$ cat config.mk
export PLATFORM = sky130hd
export DESIGN_NAME = vga_sync_sequencer
export DESIGN_NICKNAME = d
export VERILOG_FILES = /design/src/rtl/vga_sync_sequencer.sv
export SDC_FILE = /design/constraint.sdc
export NUM_CORES = 1
export LEC_CHECK = 0
export BUFFER_PORTS_ARGS = -buffer_cell sky130_fd_sc_hd__clkbuf_2
export CELL_PAD_IN_SITES_DETAIL_PLACEMENT = 1
export CELL_PAD_IN_SITES_GLOBAL_PLACEMENT = 1
export CORE_MARGIN = 2
export CORE_UTILIZATION = 35
export CTS_CLUSTER_SIZE = 20
export DETAILED_ROUTE_END_ITERATION = 8
export PLACE_DENSITY = 0.77
export SETUP_SLACK_MARGIN = 0.05
export SLEW_MARGIN = 10
export SYNTH_ARGS = -nofsm -noshare
export SYNTH_HDL_FRONTEND = slang
export SYNTH_SLANG_ARGS = --single-unit
export TNS_END_PERCENT = 100
$ cat constraint.sdc
create_clock -name clk -period 3.8 [get_ports clk]
set_input_delay 0.38 -clock clk [delete_from_list [all_inputs] [get_ports clk]]
set_output_delay 0.38 -clock clk [all_outputs]
set_load 0.05 [all_outputs]
$ cat src/rtl/vga_sync_sequencer.sv
// VGA timing generator: pixel/line counters, SR-style sync and display-enable
// flags, and a run/stop controller that only starts and stops on frame boundaries.
module vga_sync_sequencer #(
    parameter int H_ACTIVE = 640,
    parameter int H_FP     = 16,
    parameter int H_SYNC   = 96,
    parameter int H_BP     = 48,
    parameter int V_ACTIVE = 480,
    parameter int V_FP     = 10,
    parameter int V_SYNC   = 2,
    parameter int V_BP     = 33,
    parameter int HCNT_W   = 10,
    parameter int VCNT_W   = 10,
    parameter int SYNC_POL = 0
) (
    input  logic              clk,
    input  logic              rst_n,
    input  logic              en,
    input  logic              run,
    output logic [HCNT_W-1:0] hcount,
    output logic [VCNT_W-1:0] vcount,
    output logic              hsync,
    output logic              vsync,
    output logic              de,
    output logic              line_start,
    output logic              frame_start,
    output logic              idle
);

    localparam int H_TOTAL = H_ACTIVE + H_FP + H_SYNC + H_BP;
    localparam int V_TOTAL = V_ACTIVE + V_FP + V_SYNC + V_BP;

    // Clear points are taken modulo the total so a zero back porch still
    // terminates the pulse when the counter wraps to 0.
    localparam int HS_SET = H_ACTIVE + H_FP;
    localparam int HS_CLR = (H_ACTIVE + H_FP + H_SYNC) % H_TOTAL;
    localparam int VS_SET = V_ACTIVE + V_FP;
    localparam int VS_CLR = (V_ACTIVE + V_FP + V_SYNC) % V_TOTAL;

    localparam logic [HCNT_W-1:0] H_LAST = HCNT_W'(H_TOTAL - 1);
    localparam logic [VCNT_W-1:0] V_LAST = VCNT_W'(V_TOTAL - 1);

    localparam logic SYNC_ACT  = (SYNC_POL != 0);
    localparam logic SYNC_IDLE = (SYNC_POL == 0);

    if (H_TOTAL - 1 > (2 ** HCNT_W) - 1) begin : g_hcnt_too_narrow
        $error("vga_sync_sequencer: HCNT_W too small for H_TOTAL-1");
    end
    if (V_TOTAL - 1 > (2 ** VCNT_W) - 1) begin : g_vcnt_too_narrow
        $error("vga_sync_sequencer: VCNT_W too small for V_TOTAL-1");
    end

    typedef enum logic [1:0] {
        S_IDLE  = 2'd0,
        S_RUN   = 2'd1,
        S_DRAIN = 2'd2
    } state_t;

    state_t              state_q, state_d;
    logic [HCNT_W-1:0]   hcount_q, hcount_d;
    logic [VCNT_W-1:0]   vcount_q, vcount_d;
    logic                hsync_q, hsync_d;
    logic                vsync_q, vsync_d;
    logic                de_q, de_d;
    logic                line_start_q, line_start_d;
    logic                frame_start_q, frame_start_d;
    logic                idle_q, idle_d;

    logic at_last;
    logic step;
    logic restart;
    logic hs_act;
    logic vs_act;

    always_comb begin
        state_d       = state_q;
        hcount_d      = hcount_q;
        vcount_d      = vcount_q;
        de_d          = de_q;
        line_start_d  = 1'b0;
        frame_start_d = 1'b0;
        step          = 1'b0;
        restart       = 1'b0;
        at_last       = (hcount_q == H_LAST) && (vcount_q == V_LAST);
        hs_act        = (hsync_q == SYNC_ACT);
        vs_act        = (vsync_q == SYNC_ACT);

        case (state_q)
            S_IDLE: begin
                if (run && en) begin
                    state_d = S_RUN;
                    restart = 1'b1;
                end
            end
            S_RUN: begin
                step = en;
                if (!run) state_d = S_DRAIN;
            end
            S_DRAIN: begin
                // A renewed run request wins over finishing the drain.
                if (run) begin
                    state_d = S_RUN;
                    step    = en;
                end else if (en && at_last) begin
                    state_d = S_IDLE;
                end else begin
                    step = en;
                end
            end
            default: state_d = S_IDLE;
        endcase

        if (restart) begin
            hcount_d = '0;
            vcount_d = '0;
        end else if (step) begin
            if (hcount_q == H_LAST) begin
                hcount_d = '0;
                vcount_d = (vcount_q == V_LAST) ? '0 : vcount_q + 1'b1;
            end else begin
                hcount_d = hcount_q + 1'b1;
            end
        end

        // Flags are evaluated against the counter value being presented, so a
        // held counter (en=0) holds every flag and suppresses repeat pulses.
        if (restart || step) begin
            if (int'(hcount_d) == HS_CLR)      hs_act = 1'b0;
            else if (int'(hcount_d) == HS_SET) hs_act = 1'b1;
            if (int'(vcount_d) == VS_CLR)      vs_act = 1'b0;
            else if (int'(vcount_d) == VS_SET) vs_act = 1'b1;
            de_d          = (int'(hcount_d) < H_ACTIVE) && (int'(vcount_d) < V_ACTIVE);
            line_start_d  = (hcount_d == '0);
            frame_start_d = (hcount_d == '0) && (vcount_d == '0);
        end

        if (state_d == S_IDLE) begin
            hcount_d      = '0;
            vcount_d      = '0;
            hs_act        = 1'b0;
            vs_act        = 1'b0;
            de_d          = 1'b0;
            line_start_d  = 1'b0;
            frame_start_d = 1'b0;
        end

        hsync_d = hs_act ? SYNC_ACT : SYNC_IDLE;
        vsync_d = vs_act ? SYNC_ACT : SYNC_IDLE;
        idle_d  = (state_d == S_IDLE);
    end

    always_ff @(posedge clk or negedge rst_n) begin
        if (!rst_n) begin
            state_q       <= S_IDLE;
            hcount_q      <= '0;
            vcount_q      <= '0;
            hsync_q       <= SYNC_IDLE;
            vsync_q       <= SYNC_IDLE;
            de_q          <= 1'b0;
            line_start_q  <= 1'b0;
            frame_start_q <= 1'b0;
            idle_q        <= 1'b1;
        end else begin
            state_q       <= state_d;
            hcount_q      <= hcount_d;
            vcount_q      <= vcount_d;
            hsync_q       <= hsync_d;
            vsync_q       <= vsync_d;
            de_q          <= de_d;
            line_start_q  <= line_start_d;
            frame_start_q <= frame_start_d;
            idle_q        <= idle_d;
        end
    end

    assign hcount      = hcount_q;
    assign vcount      = vcount_q;
    assign hsync       = hsync_q;
    assign vsync       = vsync_q;
    assign de          = de_q;
    assign line_start  = line_start_q;
    assign frame_start = frame_start_q;
    assign idle        = idle_q;

endmodule

==> results.toml, run 1 <==
[outcome]
run_status = "complete, no violations"

[clock_tree]
ctsHoldBuffers = 0
clk_pin_slew_ns = 0.10
cts_tree = "built"
post-cts-setup-buffers = 0
cts-root-buf = "clkbuf_8"
cts-htree-levels = 1
cts_buffers = 3
cts.sinks = 28
cts_buffer_depth = 2
cts_resized = 0
clk_latency_ns = 0.29

[timing]
worstMarginPinSlew_ns = 0.9733
maxSlewViolCount = 0
hold_slack_ns = 0.1421
finalSetupViolations = 0
finalSetupTns_ns = 0
period_needed_ns = 3.340
rsz0062_at_grt = "false"
finalCritPeriodShare_pct = 87.90
finClkSkew_ns = 0.006307
hold_viol = 0
slew_headroom_pct = 34.83
max_freq_ghz = 0.2994

[power_and_ir_drop]
total_leakage_power_nw = 0.9554
switching_power_w = 0.0004629
p_int_w = 0.0005334
p_sw_share_pct = 46.46
power_density_nw_per_um2 = 432.3
p_total_w = 0.0009963
max-vdd-ir-drop_uv = 293.2
power_frac_comb_pct = 45.2
power_frac_seq_pct = 35.5
p_clk_share_pct = 19.3

[routing]
dr.pass1.iters = 4
via_per_inst = 6.068
drc = 0
wirelength_um = 6645
num_vias = 2057
avgRoutedWirePerCell_um = 19.60
antenna_left = 0
drtIter0Drc = 130

[synthesis]
syn_inst = 243
synth_edf_count = 0
synth_top_area_cell = "dfrtp_1"
synth_ff_type = "dfrtp_1"
syn_avg_cell_area_um2 = 8.455
yosysMostFrequentCell = "nor2_1"
yosysWarningCount = 0
async_reset_ff_share_pct = 100.0
synth_area_um2 = 2054
synth_top_cell_area_share_pct = 30.45
ys_seq_elements = 28
ys_top_cells_by_area = "dfrtp_1 30%, nor2_1 5.1%, ha_1 4.3%"
synth_nets = 254
synth_common_cells = "28 x nor2_1, 25 x dfrtp_1, 23 x nand2_1"
ys_seq_area_share_pct = 34.29
synthDistinctLibCells = 59

[placed_design]
detailed_place_hpwl_um = 4989
io_buffer_count = 29
dp_cells = 335
gp_congestion = 0.8591

[floorplanning]
die_w_um = 80.62
core_area_um2 = 5574
die_h_um = 80.62
ios = 30
design.die.area_um2 = 6499
rows = 27
initial_core_util_pct = 36.86

[min_path]
hold_path.class = "primary input to asynchronous set/reset pin"

[job]
maxCapViolCount = 0

[global_routing]
first_global_vias = 2023
grt_max_degree = 29
gr-total-overflow = 0
grt_pass1_wl_um = 10890
gr-usage-all-layers_pct = 22.03
antenna_found_initial = 0

[layout]
area_growth_pct = 12.18
final_util_pct = 41.35
layout-drive-gt1-share_pct = 18.73
num_antenna_cells = 0
register_area_um2 = 704.4
multi_input_area_um2 = 1265
nets = 279
stdcell_count = 339
nFillCells = 685

[setup_path]
required_ns = 4.03
reg2reg_depth = 8
worstSetupStartpoint = "state_q[1]$_DFF_PN0_"
worstSetupPathType = "flip-flop to flip-flop"
crit_path_max_fanout = 12
cp.arrival_ns = 3.57
endpoint_kind = "flip-flop"
critPathLaunchType = "flip-flop"
r2r-start = "state_q[1]$_DFF_PN0_"
-- metrics by stage --
stage | cell area, um^2 | setup slack [ns]
finish | 2305 | 0.4596
detailed placement | 2250 | 0.5814
global route | 2305 | 0.2161
CTS | 2305 | 0.4885
floorplan | 2054 | 0.9514
global placement | 2250 | 0.6681
-- cell type report --
class,count,area share [%]
Clock buffer,4,2.389
Inverter,10,1.629
Multi-Input combinational cell,195,54.89
Sequential cell,28,30.56
Tap cell,72,3.909
Timing Repair Buffer,30,6.623
-- placed cells by master, fill, tap and decap left out, types with 2 or more instances in the layout --
master,count
a211o_1,2
a21o_1,5
a21oi_1,13
a22oi_1,2
a31oi_1,4
a41o_1,3
and2_1,6
and3_1,2
and4_1,3
clkbuf_2,29
clkbuf_8,4
dfrtp_1,25
dfstp_2,3
ha_1,7
inv_1,9
nand2_1,23
nand3_1,11
nand4_1,10
nand4b_1,2
nor2_1,28
nor3_1,8
nor4_1,5
nor4b_1,2
o2111ai_1,2
o211ai_1,2
o21a_1,5
o21ai_0,13
o31ai_1,3
or3_1,2
xnor2_1,3
xor2_1,4
-- worst max-delay path: stages, from the launching register on --
cell,delay (ns)
dfrtp_1,0.44
inv_1,0.10
ha_1,0.32
o211ai_1,0.44
a21oi_1,0.69
nand3_1,0.31
a21oi_1,0.22
nor4b_1,0.45
and4bb_2,0.31
-- power groups by stage --
| stage | combinational, W | clock, W | sequential [W] |
|---|---|---|---|
| 2_1_floorplan | 0.000249 | 0 | 0.000417 |
| 3_3_place_gp | 0.000442 | 0 | 0.000356 |
| 3_5_place_dp | 0.000450 | 0 | 0.000359 |
| 4_1_cts | 0.000453 | 0.000200 | 0.000354 |
| 5_1_grt | 0.000492 | 0.000214 | 0.000357 |
| 6_report | 0.000450 | 0.000192 | 0.000354 |
-- worst paths after layout --
kind | to | slack (ns)
max in group asynchronous | hcount[7]$_DFF_PN0_ | 3.19
hold / removal | vcount[3]$_DFF_PN0_ | 0.14
setup reg to reg | frame_start$_DFF_PN0_ | 0.46
min in group clk | vsync$_DFF_PN1_ | 0.53
hold reg to reg | vsync$_DFF_PN1_ | 0.53
setup / recovery | frame_start$_DFF_PN0_ | 0.46
-- state kept, by name (all words and copies together), names as in the netlist --
signal       count
de               1
idle             1
frame_start      1
line_start       1
vsync            1
hcount          10
hsync            1
state_q          2
vcount          10
-- cell families after synthesis --
logic type,synth area share [%]
AOI/OAI and AO/OA,22.53
DFF,34.29
muxes,0.4872
and+or+nand+nor,31.30
buffers and inverters,4.141
adders and majority gates,4.263
xor gates and xnor gates,2.984
-- routing by layer --
metal | share of wire (%) | GRT usage (%)
met1 | 46 | 32.01
met4 | 1.4 | 5.593
met3 | 4.8 | 2.584
met2 | 47 | 34.58
met5 | 0 | 0
Power figures use the tool's default switching activity.
==> inputs of run 2 (changes only) <==
--- a/config.mk
+++ b/config.mk
@@ -6,7 +6,7 @@
 export NUM_CORES = 1
 export LEC_CHECK = 0
 export BUFFER_PORTS_ARGS = -buffer_cell sky130_fd_sc_hd__clkbuf_2
-export CELL_PAD_IN_SITES_DETAIL_PLACEMENT = 1
+export CELL_PAD_IN_SITES_DETAIL_PLACEMENT = 0
 export CELL_PAD_IN_SITES_GLOBAL_PLACEMENT = 1
 export CORE_MARGIN = 2
 export CORE_UTILIZATION = 35
==> results.toml, run 2 (synthesis results as in run 1) <==
[routing]
wirelength_um = 6106
antenna_left = 0
avgRoutedWirePerCell_um = 18.01
drc = 0
drtIter0Drc = 192
num_vias = 2023
via_per_inst = 5.968
dr.pass1.iters = 4

[power_and_ir_drop]
power_frac_comb_pct = 44.6
power_frac_seq_pct = 35.7
power_density_nw_per_um2 = 428.5
p_int_w = 0.0005331
p_sw_share_pct = 46.03
max-vdd-ir-drop_uv = 264.6
switching_power_w = 0.0004546
p_clk_share_pct = 19.8
total_leakage_power_nw = 0.9554

[clock_tree]
cts_tree = "built"
post-cts-setup-buffers = 0
ctsHoldBuffers = 0
cts-htree-levels = 1
cts_resized = 0
cts.sinks = 28
cts-root-buf = "clkbuf_8"
clk_pin_slew_ns = 0.10
cts_buffers = 3
clk_latency_ns = 0.28
cts_buffer_depth = 2

[timing]
finalSetupViolations = 0
max_freq_ghz = 0.3101
period_needed_ns = 3.225
rsz0062_at_grt = "false"
slew_headroom_pct = 33.33
worstMarginPinSlew_ns = 0.9956
finalCritPeriodShare_pct = 84.86
maxSlewViolCount = 0
finalSetupTns_ns = 0
hold_viol = 0
finClkSkew_ns = 0.002299

[floorplanning]
core_area_um2 = 5574
die_h_um = 80.62
initial_core_util_pct = 36.86
die_w_um = 80.62
rows = 27
design.die.area_um2 = 6499
ios = 30

[setup_path]
required_ns = 4.03
reg2reg_depth = 9
worstSetupPathType = "flip-flop to flip-flop"
rrSetupSlack_ns = 0.58
r2r-start = "state_q[1]$_DFF_PN0_"
r2r_end = "frame_start$_DFF_PN0_"
endpoint_kind = "flip-flop"
cp.arrival_ns = 3.45
critPathLaunchType = "flip-flop"
worstSetupStartpoint = "state_q[1]$_DFF_PN0_"
crit_path_max_fanout = 12

[global_routing]
first_global_vias = 1891
gr-usage-all-layers_pct = 20.10
grt_pass1_wl_um = 9901
gr-total-overflow = 0
antenna_found_initial = 0
grt_max_degree = 29

[placed_design]
detailed_place_hpwl_um = 4581
io_buffer_count = 29
gp_congestion = 0.8591

[layout]
nFillCells = 595
final_common_cell = "clkbuf_2"
final_util_pct = 41.35
area_growth_pct = 12.18
layout-drive-gt1-share_pct = 18.73
layout_common_cells = "29 x clkbuf_2, 28 x nor2_1, 25 x dfrtp_1"
nets = 279
num_antenna_cells = 0

[job]
maxCapViolCount = 0

[min_path]
hold_path.class = "primary input to asynchronous set/reset pin"

[outcome]
run_status = "complete, no violations"
run 2: cell counts in the layout (fill, tap and decap cells not counted):
No cell type changed its count.
run 2: how the worst max path moves through the flow:
stage / endpoint / cells after the start
2_1_floorplan: vsync$_DFF_PN1_ / 9
3_3_place_gp: frame_start$_DFF_PN0_ / 9
3_5_place_dp: frame_start$_DFF_PN0_ / 8
4_1_cts: frame_start$_DFF_PN0_ / 9
5_1_grt: frame_start$_DFF_PN0_ / 9
6_report: frame_start$_DFF_PN0_ / 9
run 2: area by class of cell:
| cell class | instances | area, um^2 | area share (%) |
|---|---|---|---|
| Inverter | 10 | 37.54 | 1.629 |
| Multi-Input combinational cell | 195 | 1265 | 54.89 |
| Clock buffer | 4 | 55.05 | 2.389 |
| Sequential cell | 28 | 704.4 | 30.56 |
| Timing Repair Buffer | 30 | 152.6 | 6.623 |
| Tap cell | 72 | 90.09 | 3.909 |
run 2: critical path: stages (launching register included):
cell and delay [ns]:
dfrtp_1 0.44, inv_1 0.09, ha_1 0.28, o211ai_1 0.83, or3_1 0.24, nor3_1 0.05, a21oi_1 0.33, a31oi_1 0.14
nor4b_1 0.46, and4bb_2 0.30
run 2: power groups by stage:
| stage | combinational [W] | sequential (W) | clock (W) |
|---|---|---|---|
| global route | 0.000481 | 0.000356 | 0.000212 |
| global placement | 0.000442 | 0.000356 | 0 |
| CTS | 0.000442 | 0.000352 | 0.000198 |
| detailed placement | 0.000438 | 0.000357 | 0 |
| finish | 0.000440 | 0.000352 | 0.000195 |
| floorplan | 0.000249 | 0.000417 | 0 |
run 2: metrics by stage:
step	area, um^2	power (W)	setup slack [ns]	cells	hold WS (ns)
floorplan	2054	0.0006664	0.9514	243	0.08441
global placement	2250	0.0007980	0.6681	335	0.4732
detailed placement	2250	0.0007959	0.6819	335	0.4837
CTS	2305	0.0009921	0.6066	339	0.1651
global route	2305	0.001048	0.4064	339	0.1916
finish	2305	0.0009876	0.5754	339	0.1306
run 2: metal layers:
| layer | global-route usage [%] | up-vias | part of all wire [%] |
|---|---|---|---|
| li1 | - | 956 | - |
| met1 | 28.84 | 991 | 47 |
| met2 | 31.92 | 69 | 47 |
| met3 | 2.360 | 7 | 4.6 |
| met4 | 5.254 | 0 | 1.2 |
| met5 | 0 | - | 0 |
